## config.mk

```make
export PLATFORM = sky130hd
export DESIGN_NAME = adder_accumulator
export DESIGN_NICKNAME = d
export VERILOG_FILES = /design/src/rtl/adder_pkg.sv /design/src/rtl/adder_2_inputs.sv /design/src/rtl/adder_accumulator.sv
export SDC_FILE = /design/constraint.sdc
export NUM_CORES = 1
export LEC_CHECK = 0
export CAP_MARGIN = 20
export CORE_MARGIN = 2
export CORE_UTILIZATION = 48
export DETAILED_ROUTE_END_ITERATION = 12
export GPL_ROUTABILITY_DRIVEN = 0
export PLACE_DENSITY = 0.76
export SYNTH_ARGS = -nofsm -noshare
export SYNTH_HDL_FRONTEND = slang
export SYNTH_SLANG_ARGS = --single-unit
```

## constraint.sdc

```tcl
create_clock -name clk -period 2.2 [get_ports clk]
set_input_delay 0.44 -clock clk [delete_from_list [all_inputs] [get_ports clk]]
set_output_delay 0.44 -clock clk [all_outputs]
set_load 0.02 [all_outputs]
```

## src/rtl/adder_pkg.sv

```systemverilog
// Shared definitions for the adder_accumulator slice.
//   state_t   : accumulator FSM encoding (IDLE / ACCUM / DONE)
//   max_value : all-ones value of a given bit width (2^width - 1), up to 64 bits
package adder_pkg;

  typedef enum logic [1:0] {
    IDLE  = 2'd0,
    ACCUM = 2'd1,
    DONE  = 2'd2
  } state_t;

  function automatic logic [63:0] max_value(input int unsigned width);
    if (width >= 64) return '1;
    return (64'd1 << width) - 64'd1;
  endfunction

endpackage

```

## src/rtl/adder_2_inputs.sv

```systemverilog
// Combinational two-input unsigned adder.
//   a, b      : WIDTH-bit unsigned addends
//   result    : low WIDTH bits of a + b
//   carry_out : bit WIDTH of a + b
module adder_2_inputs #(
  parameter int unsigned WIDTH = 4
) (
  input  logic [WIDTH-1:0] a,
  input  logic [WIDTH-1:0] b,
  output logic [WIDTH-1:0] result,
  output logic             carry_out
);

  always_comb begin
    {carry_out, result} = {1'b0, a} + {1'b0, b};
  end

endmodule

```

## src/rtl/adder_accumulator.sv

```systemverilog
// Sums NUM_OPERANDS unsigned operands per transaction over a valid/ready
// input stream and presents the sum plus a sticky overflow flag over a
// valid/ready output handshake.
//   clk, rst_n          : clock, asynchronous active-low reset
//   in_valid / in_ready : operand handshake (ready low while a result waits)
//   operand             : WIDTH-bit unsigned operand
//   out_valid/out_ready : result handshake; handshake edge returns to IDLE
//   result, carry_out   : registered sum and sticky overflow flag
//   busy                : transaction in progress
// Build option: define ADDER_ACCUMULATOR_SATURATE_EN to clamp the sum at
// 2^WIDTH-1 once an overflow has occurred; default build wraps.
module adder_accumulator
  import adder_pkg::*;
#(
  parameter int unsigned WIDTH        = 4,
  parameter int unsigned NUM_OPERANDS = 4
) (
  input  logic             clk,
  input  logic             rst_n,
  input  logic             in_valid,
  output logic             in_ready,
  input  logic [WIDTH-1:0] operand,
  output logic             out_valid,
  input  logic             out_ready,
  output logic [WIDTH-1:0] result,
  output logic             carry_out,
  output logic             busy
);

  localparam int unsigned CW = $clog2(NUM_OPERANDS + 1);
  localparam logic [CW-1:0] LAST = CW'(NUM_OPERANDS);

  state_t           state;
  logic [WIDTH-1:0] acc;
  logic             carry;
  logic [CW-1:0]    count;
  logic [CW-1:0]    count_next;
  logic [WIDTH-1:0] add_sum;
  logic             add_c;
  logic [WIDTH-1:0] acc_next;

  adder_2_inputs #(.WIDTH(WIDTH)) u_add (
    .a         (acc),
    .b         (operand),
    .result    (add_sum),
    .carry_out (add_c)
  );

`ifdef ADDER_ACCUMULATOR_SATURATE_EN
  localparam logic [WIDTH-1:0] MAX_VALUE = WIDTH'(max_value(WIDTH));

  // Clamp on the overflowing add itself and on every add after it.
  always_comb begin
    acc_next = (carry | add_c) ? MAX_VALUE : add_sum;
  end
`else
  always_comb begin
    acc_next = add_sum;
  end
`endif

  always_comb begin
    count_next = count + 1'b1;
  end

  assign in_ready  = (state != DONE);
  assign result    = acc;
  assign carry_out = carry;

  always_ff @(posedge clk or negedge rst_n) begin
    if (!rst_n) begin
      state     <= IDLE;
      acc       <= '0;
      carry     <= 1'b0;
      count     <= '0;
      out_valid <= 1'b0;
      busy      <= 1'b0;
    end else begin
      case (state)
        IDLE: begin
          if (in_valid) begin
            acc   <= operand;
            carry <= 1'b0;
            count <= CW'(1);
            busy  <= 1'b1;
            if (NUM_OPERANDS == 1) begin
              state     <= DONE;
              out_valid <= 1'b1;
            end else begin
              state <= ACCUM;
            end
          end
        end
        ACCUM: begin
          if (in_valid) begin
            acc   <= acc_next;
            carry <= carry | add_c;
            count <= count_next;
            if (count_next == LAST) begin
              state     <= DONE;
              out_valid <= 1'b1;
            end
          end
        end
        DONE: begin
          if (out_ready) begin
            state     <= IDLE;
            out_valid <= 1'b0;
            busy      <= 1'b0;
          end
        end
        default: begin
          state     <= IDLE;
          out_valid <= 1'b0;
          busy      <= 1'b0;
        end
      endcase
    end
  end

endmodule

```

==> results of run 1 <==
==> worst max-delay path, delay by kind of cell <==
family          cells  cell delay (ns)
buf+inv             1             0.43
compound gates      3             0.52
fa+ha+maj           2             0.64
==> cell type report <==
cell class	instances	area share, %
Clock buffer	3	2.50
Sequential cell	12	33.3
Timing Repair Buffer	16	17.5
Multi-Input combinational cell	51	42.9
Tap cell	16	2.22
Inverter	4	1.66
==> sequential cells by signal, summed over array words and instances (netlist names) <==
signal / cells
carry_out: 1
count: 3
busy: 1
out_valid: 1
state: 2
result: 4
==> logic make-up after synthesis <==
family | Yosys count | share of synthesized area [%]
simple gates | 21 | 16.8
compound gates | 19 | 18.1
flops | 12 | 41.5
fa+ha+maj | 7 | 13.1
buf+inv | 6 | 5.18
mux | 3 | 4.15
xor+xnor | 1 | 1.21
==> routing by layer <==
layer | wire, µm | part of all wire [%]
met1 | 622 | 46
met2 | 693 | 51
met3 | 33 | 2.4
met4 | 10 | 0.74
met5 | 0 | 0
==> placed cells by master (no fill, tap or decap), drive strengths merged <==
master / n
clkdlybuf4s50: 15
dfrtp: 12
nand2: 7
ha: 6
o21ai: 6
nand3: 5
inv: 4
a21oi: 4
mux2i: 3
clkbuf: 3
nand2b: 3
a211oi: 2
nor2: 2
a22o: 2
a21o: 2
and2b: 1
o21a: 1
xor2: 1
a2111o: 1
and2: 1
nand4: 1
and4bb: 1
o211a: 1
fa: 1
buf: 1
==> through the flow <==
step | cell area [µm²] | std cells
after floorplan | 724 | 69
after global placement | 880 | 99
after detailed placement | 880 | 99
after CTS | 902 | 102
after global routing | 902 | 102
final | 902 | 102
==> report_power, final <==
group	total (mW)	switching, mW	internal (mW)
clock network	0.131	0.0680	0.0631
registers	0.408	0.0865	0.322
logic	0.625	0.303	0.322
==> worst paths after layout <==
check | cells after the start | startpoint | slack, ns | endpoint
setup / recovery | 6 | operand[0] | 0.31 | carry_out
hold / removal | 2 | count[1] | 0.52 | count[1]
setup reg to reg | 5 | result[0] | 0.54 | carry_out
hold reg to reg | 2 | count[1] | 0.52 | count[1]
max in group asynchronous | 1 | rst_n | 1.27 | state[0]
min in group asynchronous | 1 | rst_n | 0.55 | result[2]
==> out/metrics.cfg, run 1 <==
[worst_setup_path]
crit_path_cell_trace=clkdlybuf4s50_1 > ha_1 > fa_1 > a21o_2 > a211oi_1 > a211oi_1
crit_path_end_kind=register
crit_type=in2reg
cp.required_ns=2.34
crit_slowest_cell=clkdlybuf4s50_1
cpPeakStageDelay_ns=0.43
cp_max_fo=2
arrival_ns=2.03
start_kind=input pin
crit_top_cell=a211oi_1

[layout]
nets=103
seqCellArea_um2=300
syn_to_final_growth_pct=24.5
insertedDiodeCount=0
drive_gt1_share_pct=10.5
fillers=124
final_core_util_pct=62.0
multi_input_area_um2=387

[yosys]
ys_warn_count=0
synthDominantCellAreaShare_pct=41.5
synth_cell_type_count=28
yosysTopAreaCell=dfrtp_1
synth-seq-cells=12
synth.area.top_cells=dfrtp_1 41%, ha_1 10%, mux2i_1 4.1%, nand2_1 3.6%, nand3_1 3.5%
syn_area_um2=724
synthFlopType=dfrtp_1
syn_area_per_cell_um2=10.5
synthArstFlopShare_pct=100
yosysSeqAreaShare_pct=41.5
synth_most_common_cell=dfrtp_1
syn_inst=69
synth_common_cells=12 x dfrtp_1, 7 x nand2_1, 6 x ha_1
synth_edf_count=0
syn_nets=84

[global_routing]
global_route.usage.met1_pct=20.5
use_met3_pct=3.83
grt_pass1_wl_mm=2.42
grt_pass1_vias=563
grt.busiest_layer=met2
grt_max_degree=13
use_met2_pct=30.6
antenna_found_initial=0
grt-ovfl-total=0
grtUsageTotal_pct=17.6

[job]
drv_cap=0

[sta]
tightest_slew_ns=0.590
finalSetupTns_ns=0
slew_violations=0
skew_ns=0.00105
setup_viol=0
period_share_pct=85.8
fmax_mhz=530
period_needed_ns=1.89
worst_slack_ns=0.313
slew_headroom_pct=60.5
rsz0062_at_grt=no
holdWs_ns=0.516
finalHoldViolCount=0

[routing]
wl_per_cell_um=13.3
vias=563
drtIter0Drc=3
routed_wl_mm=1.36
vias_per_cell=5.52
drc=0
drtPass1Iterations=3
ant_nets=0

[floorplanning]
die_y_um=42.9
dieWidth_um=42.9
dieArea_um2=1840
initial_core_util_pct=49.8
core_area_um2=1450
num_io_pins=16
std_cell_rows=14

[placed_design]
portBuffers=15
dp_slack_ns=0.0233
hpwl_mm=1.05

[clock_network]
cts_tree=done
cts_buffers=3
h-tree-depth=1
cts.sinks=12
post_cts_resized=0
cts_buffer_depth=2
holdBufCountCts=0
clkLatencyLatePin_ns=0.26
cts-root-buf=clkbuf_4
postCtsSetupBuffers=0
clkTransAtPathRegs_ns=0.07

[pwr]
p_leak_nw=0.423
power_mw=1.16
p_per_area_nw_per_um2=1290
vdd_drop_max_mv=0.581

[hold_path]
min_path_type=reg2reg

[status]
status=finished clean

No activity file was read; power rests on OpenSTA's default activity.
==> run 2: changes to the inputs <==
--- a/config.mk
+++ b/config.mk
@@ -11,6 +11,7 @@
 export DETAILED_ROUTE_END_ITERATION = 12
 export GPL_ROUTABILITY_DRIVEN = 0
 export PLACE_DENSITY = 0.76
+export RECOVER_POWER = 100
 export SYNTH_ARGS = -nofsm -noshare
 export SYNTH_HDL_FRONTEND = slang
 export SYNTH_SLANG_ARGS = --single-unit
==> run 2 against run 1 <==
Worst setup slack lost 0.028 ns; sequential share of layout area is 0.37 points higher; wire length rose by 0.44%; sequential cell count unchanged; global-route usage unchanged; critical path type is now reg2out; critical path depth fell by 3.
==> out/metrics.cfg, run 2 (same netlist as run 1, synthesis figures left out) <==
[worst_setup_path]
crit_path_end_kind=output port
ff2ff_setup_slack_ns=0.54  ; about the same
cp.required_ns=1.76  ; -0.58 ns
cp_max_fo=4  ; +2
arrival_ns=1.48  ; -0.55 ns
crit_type=reg2out
start_kind=register

[floorplanning]
dieArea_um2=1840  ; unchanged
dieWidth_um=42.9  ; unchanged
core_area_um2=1450  ; unchanged
std_cell_rows=14  ; unchanged
initial_core_util_pct=49.8  ; unchanged
num_io_pins=16  ; unchanged
die_y_um=42.9  ; unchanged

[sta]
setup_viol=0  ; unchanged
slew_headroom_pct=60.7  ; +0.22 points
finalHoldViolCount=0  ; unchanged
slew_violations=0  ; unchanged
period_needed_ns=1.92  ; +0.0284 ns
finalSetupTns_ns=0  ; unchanged
rsz0062_at_grt=no
tightest_slew_ns=0.587  ; -0.00342 ns
fmax_mhz=522  ; -1.5%
period_share_pct=87.1  ; +1.3 points
skew_ns=0.00156  ; +0.000509 ns

[global_routing]
grt_pass1_vias=563  ; unchanged
use_met2_pct=30.6  ; unchanged
grt.busiest_layer=met2
global_route.usage.met1_pct=20.5  ; unchanged
grtUsageTotal_pct=17.6  ; unchanged
antenna_found_initial=0  ; unchanged
use_met3_pct=3.83  ; unchanged
grt-ovfl-total=0  ; unchanged
grt_pass1_wl_mm=2.42  ; unchanged
grt_max_degree=13  ; unchanged

[routing]
drtPass1Iterations=4  ; +1
ant_nets=0  ; unchanged
drtIter0Drc=5  ; +2
drc=0  ; unchanged
wl_per_cell_um=13.4  ; +0.44%
routed_wl_mm=1.37  ; +0.44%
vias_per_cell=5.48  ; -0.71%
vias=559  ; -0.71%

[layout]
final_core_util_pct=61.4  ; -0.69 points
syn_to_final_growth_pct=23.1
drive_gt1_share_pct=8.14  ; -2.3 points
final_common_cell=dfrtp_1
largest_register_ffs=4  ; unchanged
insertedDiodeCount=0  ; unchanged
layout_common_cells=12 x dfrtp_1, 10 x dlygate4sd3_1, 7 x nand2_1
fillers=127  ; +2.4%
nets=103  ; unchanged

[status]
status=finished clean

[clock_network]
post_cts_resized=0  ; unchanged
holdBufCountCts=0  ; unchanged
postCtsSetupBuffers=0  ; unchanged
cts.sinks=12  ; unchanged
cts_tree=done
cts-root-buf=clkbuf_4
cts_buffer_depth=2  ; unchanged
clkLatencyLatePin_ns=0.26  ; about the same
clkTransAtPathRegs_ns=0.07  ; about the same
cts_buffers=3  ; unchanged
h-tree-depth=1  ; unchanged

[pwr]
vdd_drop_max_mv=0.577  ; -0.75%
p_leak_nw=0.422  ; -0.13%
p_per_area_nw_per_um2=1260  ; -2.2%

[job]
drv_cap=0  ; unchanged

[placed_design]
portBuffers=15  ; unchanged
hpwl_mm=1.05  ; unchanged

[hold_path]
min_path_type=reg2reg

## run 2: cell count changes in the layout (fill, tap and decap cells not counted)
cell | previous run | this run
nand2b_4 | 1 | 0
and2b_4 | 1 | 0
nand2b_1 | 2 | 3
o21ai_1 | 5 | 2
and2b_1 | 0 | 1
dlygate4sd3_1 | 0 | 10
o21ai_0 | 1 | 4
clkdlybuf4s50_1 | 15 | 5
## run 2: metrics by stage
stage | worst slack, ns | area, µm² | hold slack, ns | power [mW] | instances
6_report | 0.284 | 892 | 0.514 | 1.13 | 102
5_1_grt | 0.199 | 892 | 0.530 | 1.23 | 102
4_1_cts | 0.305 | 902 | 0.513 | 1.18 | 102
3_5_place_dp | 0.0233 | 880 | 0.496 | 1.05 | 99
3_3_place_gp | 0.0654 | 880 | 0.483 | 1.03 | 99
2_1_floorplan | 0.513 | 724 | 0.144 | 0.832 | 69
## run 2: path summary, 6_finish.rpt
check	start	endpoint	depth (start not counted)
min in group asynchronous	rst_n	result[1]	1
setup reg to reg	result[0]	carry_out	5
setup / recovery	state[0]	in_ready	3
hold reg to reg	count[1]	count[1]	2
max in group asynchronous	rst_n	count[0]	1
hold / removal	count[1]	count[1]	2
## run 2: power breakdown
group / internal (mW) / switching, mW / total [mW]
clock: 0.0632 / 0.0707 / 0.134
combinational: 0.290 / 0.298 / 0.588
sequential: 0.322 / 0.0826 / 0.404
total: 0.675 / 0.452 / 1.13
## run 2: cell type report
cell class	instances	area, µm²	area share [%]
Clock buffer	3	22.5	2.52
Inverter	4	15.0	1.68
Multi-Input combinational cell	51	377	42.2
Sequential cell	12	300	33.7
Tap cell	16	20.0	2.24
Timing Repair Buffer	16	158	17.7
## run 2: critical path, stage by stage, from the launching register on
cell and delay, ns:
dfrtp_1 0.38, inv_1 0.12, nand2_1 0.07, dlygate4sd3_1 0.65
## run 2: per-layer routing
layer,wire (µm),up-vias
met4,10,0
met3,33,2
met5,0,-
met1,628,269
li1,-,282
met2,693,6
==> run 3: changes to the inputs <==
--- a/config.mk
+++ b/config.mk
@@ -5,7 +5,6 @@
 export SDC_FILE = /design/constraint.sdc
 export NUM_CORES = 1
 export LEC_CHECK = 0
-export CAP_MARGIN = 20
 export CORE_MARGIN = 2
 export CORE_UTILIZATION = 48
 export DETAILED_ROUTE_END_ITERATION = 12
==> results of run 3 <==
Same layout as run 2: the final DEF is identical, and so are final timing and power.
